## src/rtl/reset_sequencer_if.sv

```systemverilog
// Reset sequencer bus: software request, per-domain ready/reset and status.
interface reset_sequencer_if #(
  parameter int unsigned N_DOM = 4
);
  localparam int unsigned IW = (N_DOM > 1) ? $clog2(N_DOM) : 1;

  logic             sw_rst_req;
  logic [N_DOM-1:0] dom_ready;
  logic [N_DOM-1:0] dom_rst;
  logic [IW-1:0]    cur_dom;
  logic             seq_done;
  logic             seq_err;

  // Sequencer side
  modport master (
    input  sw_rst_req,
    input  dom_ready,
    output dom_rst,
    output cur_dom,
    output seq_done,
    output seq_err
  );

  // Subsystem / controller side
  modport slave (
    output sw_rst_req,
    output dom_ready,
    input  dom_rst,
    input  cur_dom,
    input  seq_done,
    input  seq_err
  );
endinterface

```

## src/rtl/reset_sequencer.sv

```systemverilog
// Reset sequencer: holds all domain resets for HOLD_CYCLES, then releases
// domains one at a time, each after a minimum gap and its ready handshake.
// Optional ready-timeout FAULT state enabled by defining RSTSEQ_TIMEOUT_EN.
module reset_sequencer #(
  parameter int unsigned N_DOM          = 4,
  parameter int unsigned HOLD_CYCLES    = 16,
  parameter int unsigned GAP_CYCLES     = 8,
  parameter int unsigned TIMEOUT_CYCLES = 1024
) (
  input logic             clk,
  input logic             rst_n,
  reset_sequencer_if.master bus
);
  localparam int unsigned IW      = (N_DOM > 1) ? $clog2(N_DOM) : 1;
  localparam int unsigned MAX_HG  = (HOLD_CYCLES > GAP_CYCLES) ? HOLD_CYCLES : GAP_CYCLES;
  localparam int unsigned MAX_ALL = (MAX_HG > TIMEOUT_CYCLES) ? MAX_HG : TIMEOUT_CYCLES;
  localparam int unsigned CW      = $clog2(MAX_ALL + 1);

  typedef enum logic [1:0] {
    S_ASSERT  = 2'd0,
    S_RELEASE = 2'd1,
    S_RUN     = 2'd2,
    S_FAULT   = 2'd3
  } state_e;

  state_e           state_q,    state_d;
  logic [CW-1:0]    cnt_q,      cnt_d;
  logic [N_DOM-1:0] dom_rst_q,  dom_rst_d;
  logic [IW-1:0]    cur_dom_q,  cur_dom_d;
  logic             seq_done_q, seq_done_d;
  logic             seq_err_q,  seq_err_d;

  logic cur_ready;
  logic gap_met;

  assign cur_ready = bus.dom_ready[cur_dom_q];
  assign gap_met   = (cnt_q >= CW'(GAP_CYCLES - 1));

  // State and output registers with synchronous active-low reset
  always_ff @(posedge clk) begin
    if (!rst_n) begin
      state_q    <= S_ASSERT;
      cnt_q      <= '0;
      dom_rst_q  <= '1;
      cur_dom_q  <= '0;
      seq_done_q <= 1'b0;
      seq_err_q  <= 1'b0;
    end else begin
      state_q    <= state_d;
      cnt_q      <= cnt_d;
      dom_rst_q  <= dom_rst_d;
      cur_dom_q  <= cur_dom_d;
      seq_done_q <= seq_done_d;
      seq_err_q  <= seq_err_d;
    end
  end

  // Next-state and next-output logic; software request restarts from ASSERT
  always_comb begin
    state_d    = state_q;
    cnt_d      = cnt_q;
    dom_rst_d  = dom_rst_q;
    cur_dom_d  = cur_dom_q;
    seq_done_d = seq_done_q;
    seq_err_d  = seq_err_q;

    if (bus.sw_rst_req) begin
      state_d    = S_ASSERT;
      cnt_d      = '0;
      dom_rst_d  = '1;
      cur_dom_d  = '0;
      seq_done_d = 1'b0;
      seq_err_d  = 1'b0;
    end else begin
      case (state_q)
        S_ASSERT: begin
          if (cnt_q == CW'(HOLD_CYCLES - 1)) begin
            state_d      = S_RELEASE;
            dom_rst_d[0] = 1'b0;
            cnt_d        = '0;
          end else begin
            cnt_d = cnt_q + CW'(1);
          end
        end

        S_RELEASE: begin
          // Saturating count: the gap is a minimum, ready may come much later
          if (cnt_q != '1) begin
            cnt_d = cnt_q + CW'(1);
          end
          if (gap_met && cur_ready) begin
            if (cur_dom_q == IW'(N_DOM - 1)) begin
              state_d    = S_RUN;
              seq_done_d = 1'b1;
            end else begin
              cur_dom_d            = cur_dom_q + IW'(1);
              dom_rst_d[cur_dom_d] = 1'b0;
              cnt_d                = '0;
            end
          end
`ifdef RSTSEQ_TIMEOUT_EN
          // Gap is always met by the timeout point, so this branch means ready is low
          else if (cnt_q == CW'(TIMEOUT_CYCLES - 1)) begin
            state_d   = S_FAULT;
            seq_err_d = 1'b1;
            for (int i = 0; i < N_DOM; i++) begin
              if (IW'(i) >= cur_dom_q) begin
                dom_rst_d[i] = 1'b1;
              end
            end
          end
`endif
        end

        S_RUN: begin
          dom_rst_d = '0;
        end

        S_FAULT: begin
          state_d = S_FAULT;
        end

        default: begin
          state_d = S_ASSERT;
        end
      endcase
    end
  end

  assign bus.dom_rst  = dom_rst_q;
  assign bus.cur_dom  = cur_dom_q;
  assign bus.seq_done = seq_done_q;
  assign bus.seq_err  = seq_err_q;

endmodule

```

## src/flat_wrapper.sv

```systemverilog
// flat-port wrapper written by rule: the top's interface ports become plain ports
module reset_sequencer_flat 
#(
  parameter int unsigned N_DOM          = 4,
  parameter int unsigned HOLD_CYCLES    = 16,
  parameter int unsigned GAP_CYCLES     = 8,
  parameter int unsigned TIMEOUT_CYCLES = 1024
)
  (clk, rst_n, bus_sw_rst_req, bus_dom_ready, bus_dom_rst, bus_cur_dom, bus_seq_done, bus_seq_err);
  reset_sequencer_if #(.N_DOM(N_DOM)) bus_i ();
  input logic clk;
  input logic rst_n;
  input wire logic [$bits(bus_i.sw_rst_req)-1:0] bus_sw_rst_req;
  input wire logic [$bits(bus_i.dom_ready)-1:0] bus_dom_ready;
  output wire logic [$bits(bus_i.dom_rst)-1:0] bus_dom_rst;
  output wire logic [$bits(bus_i.cur_dom)-1:0] bus_cur_dom;
  output wire logic [$bits(bus_i.seq_done)-1:0] bus_seq_done;
  output wire logic [$bits(bus_i.seq_err)-1:0] bus_seq_err;
  assign bus_i.sw_rst_req = bus_sw_rst_req;
  assign bus_i.dom_ready = bus_dom_ready;
  assign bus_dom_rst = bus_i.dom_rst;
  assign bus_cur_dom = bus_i.cur_dom;
  assign bus_seq_done = bus_i.seq_done;
  assign bus_seq_err = bus_i.seq_err;
  reset_sequencer #(.N_DOM(N_DOM), .HOLD_CYCLES(HOLD_CYCLES), .GAP_CYCLES(GAP_CYCLES), .TIMEOUT_CYCLES(TIMEOUT_CYCLES)) u_core (.clk(clk), .rst_n(rst_n), .bus(bus_i));
endmodule
```

## config.mk

```make
export PLATFORM = sky130hd
export DESIGN_NAME = reset_sequencer_flat
export DESIGN_NICKNAME = d
export VERILOG_FILES = /design/src/rtl/reset_sequencer_if.sv /design/src/rtl/reset_sequencer.sv /design/src/flat_wrapper.sv
export SDC_FILE = /design/constraint.sdc
export NUM_CORES = 1
export LEC_CHECK = 0
export CAP_MARGIN = 10
export CORE_UTILIZATION = 40
export DETAILED_ROUTE_END_ITERATION = 12
export GPL_ROUTABILITY_DRIVEN = 0
export SYNTH_ARGS = -nofsm -noshare
export SYNTH_HDL_FRONTEND = slang
export SYNTH_SLANG_ARGS = --single-unit
```

## constraint.sdc

```tcl
create_clock -name clk -period 1.9 [get_ports clk]
set_input_delay 0.38 -clock clk [delete_from_list [all_inputs] [get_ports clk]]
set_output_delay 0.38 -clock clk [all_outputs]
set_load 0.01 [all_outputs]
```

* After elaboration in Yosys (flattened, before gate mapping) *
Index checks and enable logic that the tools add are counted.

operators by class
  $add $sub $neg = 2
  magnitude comparators = 4
  equal/unequal tests = 10
  multiplexer cells = 18
  bitwise gates (word level) = 4
  reduce and logical (&&, ||, !) cells = 13

operators by type and width
  kind                     count
  $mux W11                 4
  $pmux W11 S2             1
  $add A11 B1 Y11 const B  1
  $eq A11 B4 Y1 const B    1
  $ge A11 B3 Y1 const B    1
  $ne A11 B11 Y1 const B   1
  $reduce_and A3 Y1        3
  $mux W4                  2
  $reduce_and A4 Y1        2
  $eq A2 B2 Y1 const B     3
  $lt A2 B3 Y1 const B     2
  $mux W2                  3
  $ne A2 B1 Y1 const B     3
  $pmux W2 S3              1
  $pmux W3 S2              1
  $reduce_bool A3 Y1       2
  $and A4 B4 Y4            1
  $not A4 Y4               1
  $reduce_bool A2 Y1       2
  $mux W1                  3
  $pmux W1 S3              1
  $add A2 B1 Y2 const B    1
  $bmux W1 S2              1
  $demux W1 S2             1
  other kinds (7)          9

storage, ports and cells
  register bits after elaboration = 20
  bits of input ports = 7
  output and inout port bits = 8
  word-level logic and storage cells = 57

* Depth between registers and ports, before layout *
  depth in word-level cells = 10
  depth in mapped cells = 6
  mapped depth without buffers = 6

* Least setup slack after synthesis *
OpenSTA, ideal clock, no wires.

  kind = register -> register
  from = register u_core.cnt_q[7]
  to = register u_core.cnt_q[4]
  arrival time = 1.993 ns
  required time = 1.812 ns
  setup slack = -0.181 ns
  cell stages (with the launch flop) = 7
  buffers on the path = 1
  clock period less this slack = 2.081 ns
  path through = dfxtp_1 buf_2 or3_4 a2111o_1 a311oi_4 nor2_2 o32ai_2

between the ends
  longest elaborated chain between the ends = 5
  elaborated cells on any way between the ends = 9
  classes of those cells = 1 x order compare; 2 x eq/ne; 5 x mux; 1 x reduce/logical

ends and longest elaborated chain
  item                                                                   line                   RTL
  start, declared                                                        reset_sequencer.sv:27  logic [CW-1:0] cnt_q, cnt_d;
  start signal, assigned                                                 reset_sequencer.sv:50  cnt_q <= cnt_d;
  parallel branches: the longest is 4 deep, another holds $ge A11 B3 Y1  -
  $pmux W11 S2 (*)                                                       reset_sequencer.sv:75  case (state_q)

Mark *: on every way between the ends.
A chain may end at the register's enable or synchronous reset.

* Worst setup path in the final report *
  from = register u_core.cnt_q[10]
  to = register u_core.cnt_q[4]

The elaborated chain is that of the path after synthesis.

==> insert_results.sql <==
INSERT INTO impl_metrics (metric_group, metric, value, unit) VALUES
('timing', 'rsz0062_at_grt', 'yes', ''),
('timing', 'final_critical_path_setup_slack', '-0.114', 'ns'),
('synthesis', 'syn_avg_cell_area', '8.36', 'um2'),
('place', 'placedInstanceArea', '1550', 'um2'),
('routing', 'num_vias', '1220', ''),
('routing', 'routed_via_density', '5.65', ''),
('die', 'die_area', '3140', 'um2'),
('clock_tree', 'cts-hold-fix-buffers', '0', ''),
('routing', 'drtIter0Drc', '54', ''),
('synthesis', 'synth_edf_count', '0', ''),
('place', 'port_buffers', '13', ''),
('synthesis', 'synth-seq-area-share', '0.342', ''),
('timing', 'max_slew_violation_count', '0', ''),
('timing', 'max_freq', '0.496', 'GHz'),
('power', 'vdd_drop_max', '0.000313', 'V'),
('worst_setup_path', 'critical_path.max_fanout', '8', ''),
('grt', 'grt-ovfl-total', '0', ''),
('worst_setup_path', 'critical_path_required', '2.12', 'ns'),
('final_layout', 'fin_nets', '199', ''),
('clock_tree', 'tritoncts', 'done', ''),
('grt', 'globalRouteTotalUtil', '0.205', ''),
('die', 'ios', '15', ''),
('clock_tree', 'cts-buffers-inserted', '3', ''),
('die', 'core_region_area', '2760', 'um2'),
('clock_tree', 'tritoncts_num_sinks', '20', ''),
('power', 'cellLeakagePower', '0.000672', 'uW'),
('timing', 'setup_viol', '12', ''),
('final_layout', 'final-seq-area', '404', 'um2'),
('synthesis', 'yosys.cell_types.count', '43', ''),
('die', 'initial_utilization', '0.424', ''),
('clock_tree', 'clock_tree.root_cell', 'sky130_fd_sc_hd__clkbuf_4', ''),
('grt', 'grt_start_max_net_pins', '12', ''),
('power', 'power.density_cell_area', '433', 'nW/um2'),
('final_layout', 'layoutNonFillerInstCount', '216', ''),
('routing', 'drt-total-wl', '3130', 'um'),
('flow_run', 'max_cap_violations', '0', ''),
('die', 'fp-row-count', '19', ''),
('clock_tree', 'h-tree-depth', '1', ''),
('final_layout', 'area.growth.synth_to_final', '43.0', '%'),
('die', 'die_w', '56.1', 'um'),
('die', 'die_h', '56.1', 'um'),
('status', 'outcome', 'finished, violations left', ''),
('clock_tree', 'clock_insertion_delay_worst_skew', '0.30', 'ns'),
('power', 'report.power.total', '724', 'uW'),
('synthesis', 'synth.cell_area', '1170', 'um2'),
('synthesis', 'synth-seq-cells', '20', ''),
('timing', 'timing.clock.skew', '0.00673', 'ns'),
('status', 'violations', 'negative setup slack', ''),
('worst_setup_path', 'worst-endpoint-arrival', '2.23', 'ns'),
('worst_setup_path', 'crit_path_end_kind', 'register', ''),
('final_layout', 'filler_cell_count', '252', ''),
('synthesis', 'postSynth.asyncResetShare', '0', ''),
('worst_setup_path', 'crit_path_start_kind', 'register', ''),
('timing', 'min_period_over_period', '1.06', ''),
('place', 'place_hpwl', '2270', 'um'),
('worst_setup_path', 'worstSetupPathType', 'register to register', ''),
('synthesis', 'synth-main-ff-cell', 'sky130_fd_sc_hd__dfxtp_1', ''),
('routing', 'drt_first_pass_iters', '4', ''),
('worst_setup_path', 'critical-path-max-stage-delay', '0.54', 'ns'),
('synthesis', 'synth.net_count', '153', ''),
('final_layout', 'final_design_area_no_fill', '1670', 'um2'),
('place', 'numPlacedInstances', '209', ''),
('worst_setup_path', 'crit_path_cell_trace', 'or4_4, a2111o_1, a311oi_4, buf_6, nor2_2, o32ai_2', ''),
('routing', 'detail_route.drc_violations', '0', ''),
('worst_setup_path', 'crit_slowest_cell', 'sky130_fd_sc_hd__or4_4', ''),
('timing', 'count_of_final_hold_check_violations', '0', ''),
('worst_hold_path', 'hold_class', 'register to register', ''),
('grt', 'grt_first_pass_wirelength', '5060', 'um'),
('final_layout', 'drive_gt1_frac', '0.324', ''),
('routing', 'wl_per_cell', '14.5', 'um'),
('grt', 'antenna_found_initial', '0', ''),
('synthesis', 'syn-instance-count', '140', ''),
('grt', 'grt_pass1_vias', '1135', ''),
('timing', 'layout_min_cycle_time', '2.01', 'ns'),
('synthesis', 'synth.yosys.warnings', '0', ''),
('clock_tree', 'max-clock-path-buffers', '2', ''),
('routing', 'final_antenna_net_count', '0', ''),
('clock_tree', 'path_clk_slew', '0.11', 'ns'),
('final_layout', 'multi_input_comb_area', '774', 'um2'),
('final_layout', 'antenna_cells_inserted', '0', '');
-- cells in the mapped netlist, types with 2 or more instances --
library cell / instances / area share
sky130_fd_sc_hd__clkbuf_1: 3 / 0.0096
sky130_fd_sc_hd__nand3_1: 11 / 0.047
sky130_fd_sc_hd__ha_1: 6 / 0.064
sky130_fd_sc_hd__o22ai_1: 3 / 0.016
sky130_fd_sc_hd__o221ai_1: 2 / 0.015
sky130_fd_sc_hd__a31oi_1: 9 / 0.048
sky130_fd_sc_hd__nand2b_1: 2 / 0.011
sky130_fd_sc_hd__nand2_1: 11 / 0.035
sky130_fd_sc_hd__nor2_1: 17 / 0.055
sky130_fd_sc_hd__nand4_1: 5 / 0.027
sky130_fd_sc_hd__or4_1: 2 / 0.013
sky130_fd_sc_hd__inv_1: 10 / 0.032
sky130_fd_sc_hd__dfxtp_1: 20 / 0.34
sky130_fd_sc_hd__nor3_1: 4 / 0.017
sky130_fd_sc_hd__a21oi_1: 4 / 0.017
sky130_fd_sc_hd__o311ai_0: 2 / 0.015
sky130_fd_sc_hd__nor2b_1: 2 / 0.011
sky130_fd_sc_hd__nor3_2: 2 / 0.017
-- registers in the layout (all words and copies together) (netlist names) --
name and count:
u_core.bus.dom_rst 4, u_core.bus.seq_done 1, u_core.bus.cur_dom 2, u_core.cnt_q 11
u_core.state_q 2
-- stage by stage --
stage	hold slack (ns)	setup TNS (ns)	setup slack, ns	util
3_5_place_dp	0.447	-1.98	-0.204	0.560
2_1_floorplan	0.478	-0.306	-0.101	-
6_report	0.468	-0.902	-0.114	0.607
5_1_grt	0.475	-2.13	-0.193	0.607
3_3_place_gp	0.455	-1.78	-0.172	0.560
4_1_cts	0.467	-0.646	-0.107	0.587
-- repair_timing --
item / in CTS / in global routing
pin swaps: 3 / 5
setup endpoints to repair: 17 / 20
buffers inserted: 2 / 1
resized for setup: 5 / 12
-- per-layer routing --
metal	vias up	part of all wire	GRT usage
met2	40	0.50	0.342
met5	-	0	0
met3	4	0.040	0.0349
met4	0	0.012	0.0871
met1	568	0.45	0.260
li1	608	-	-
-- path summary, 6_finish.rpt --
kind                         start               endpoint  slack [ns]  cells after the start
max               u_core.cnt_q[10]        u_core.cnt_q[4]       -0.11                      6
min          u_core.bus.dom_rst[1]  u_core.bus.dom_rst[1]        0.47                      2
max reg2reg       u_core.cnt_q[10]        u_core.cnt_q[4]       -0.11                      6
min reg2reg  u_core.bus.dom_rst[1]  u_core.bus.dom_rst[1]        0.47                      2
-- cell families after synthesis --
family / count (synthesis) / synth area share
adders and majority gates: 6 / 0.0642
xor gates and xnor gates: 2 / 0.0150
and+or+nand+nor: 65 / 0.296
buffers and inverters: 15 / 0.0524
DFF: 20 / 0.342
other: 1 / 0.00321
AOI/OAI and AO/OA: 29 / 0.199
muxes: 2 / 0.0278
-- placed cells by master, fill, tap and decap left out, types with 2 or more instances in the layout --
master / n
sky130_fd_sc_hd__inv_1: 10
sky130_fd_sc_hd__nand3_1: 9
sky130_fd_sc_hd__a31oi_1: 8
sky130_fd_sc_hd__a21oi_1: 4
sky130_fd_sc_hd__dfxtp_1: 17
sky130_fd_sc_hd__o22ai_1: 3
sky130_fd_sc_hd__ha_1: 5
sky130_fd_sc_hd__buf_4: 32
sky130_fd_sc_hd__clkdlybuf4s50_1: 13
sky130_fd_sc_hd__nand4_1: 5
sky130_fd_sc_hd__dfxtp_2: 3
sky130_fd_sc_hd__nor2_1: 17
sky130_fd_sc_hd__nand3_2: 2
sky130_fd_sc_hd__nand2b_1: 2
sky130_fd_sc_hd__clkbuf_4: 3
sky130_fd_sc_hd__nor2b_1: 2
sky130_fd_sc_hd__nor3_2: 3
sky130_fd_sc_hd__nor3_1: 2
sky130_fd_sc_hd__or4_4: 3
sky130_fd_sc_hd__o221ai_1: 2
sky130_fd_sc_hd__nand2_1: 10
-- cell type report --
class / count / share of cell area
clock buffer: 4 / 0.0217
inverter: 10 / 0.0224
multi-input combinational: 105 / 0.463
sequential: 20 / 0.242
tap: 31 / 0.0232
timing repair buffer: 46 / 0.228
-- power by group --
part           internal [uW]  switching (uW)
Combinational           26.2            23.2
Clock                    117             135
Sequential               422            1.19
-- critical path, delay by kind of cell, from the launching register on --
| family | cells | cell delay (ns) |
|---|---|---|
| compound gates | 3 | 0.83 |
| buf+inv | 1 | 0.17 |
| flops | 1 | 0.34 |
| simple gates | 2 | 0.59 |
Note: power is estimated with default switching activity, not from simulation.
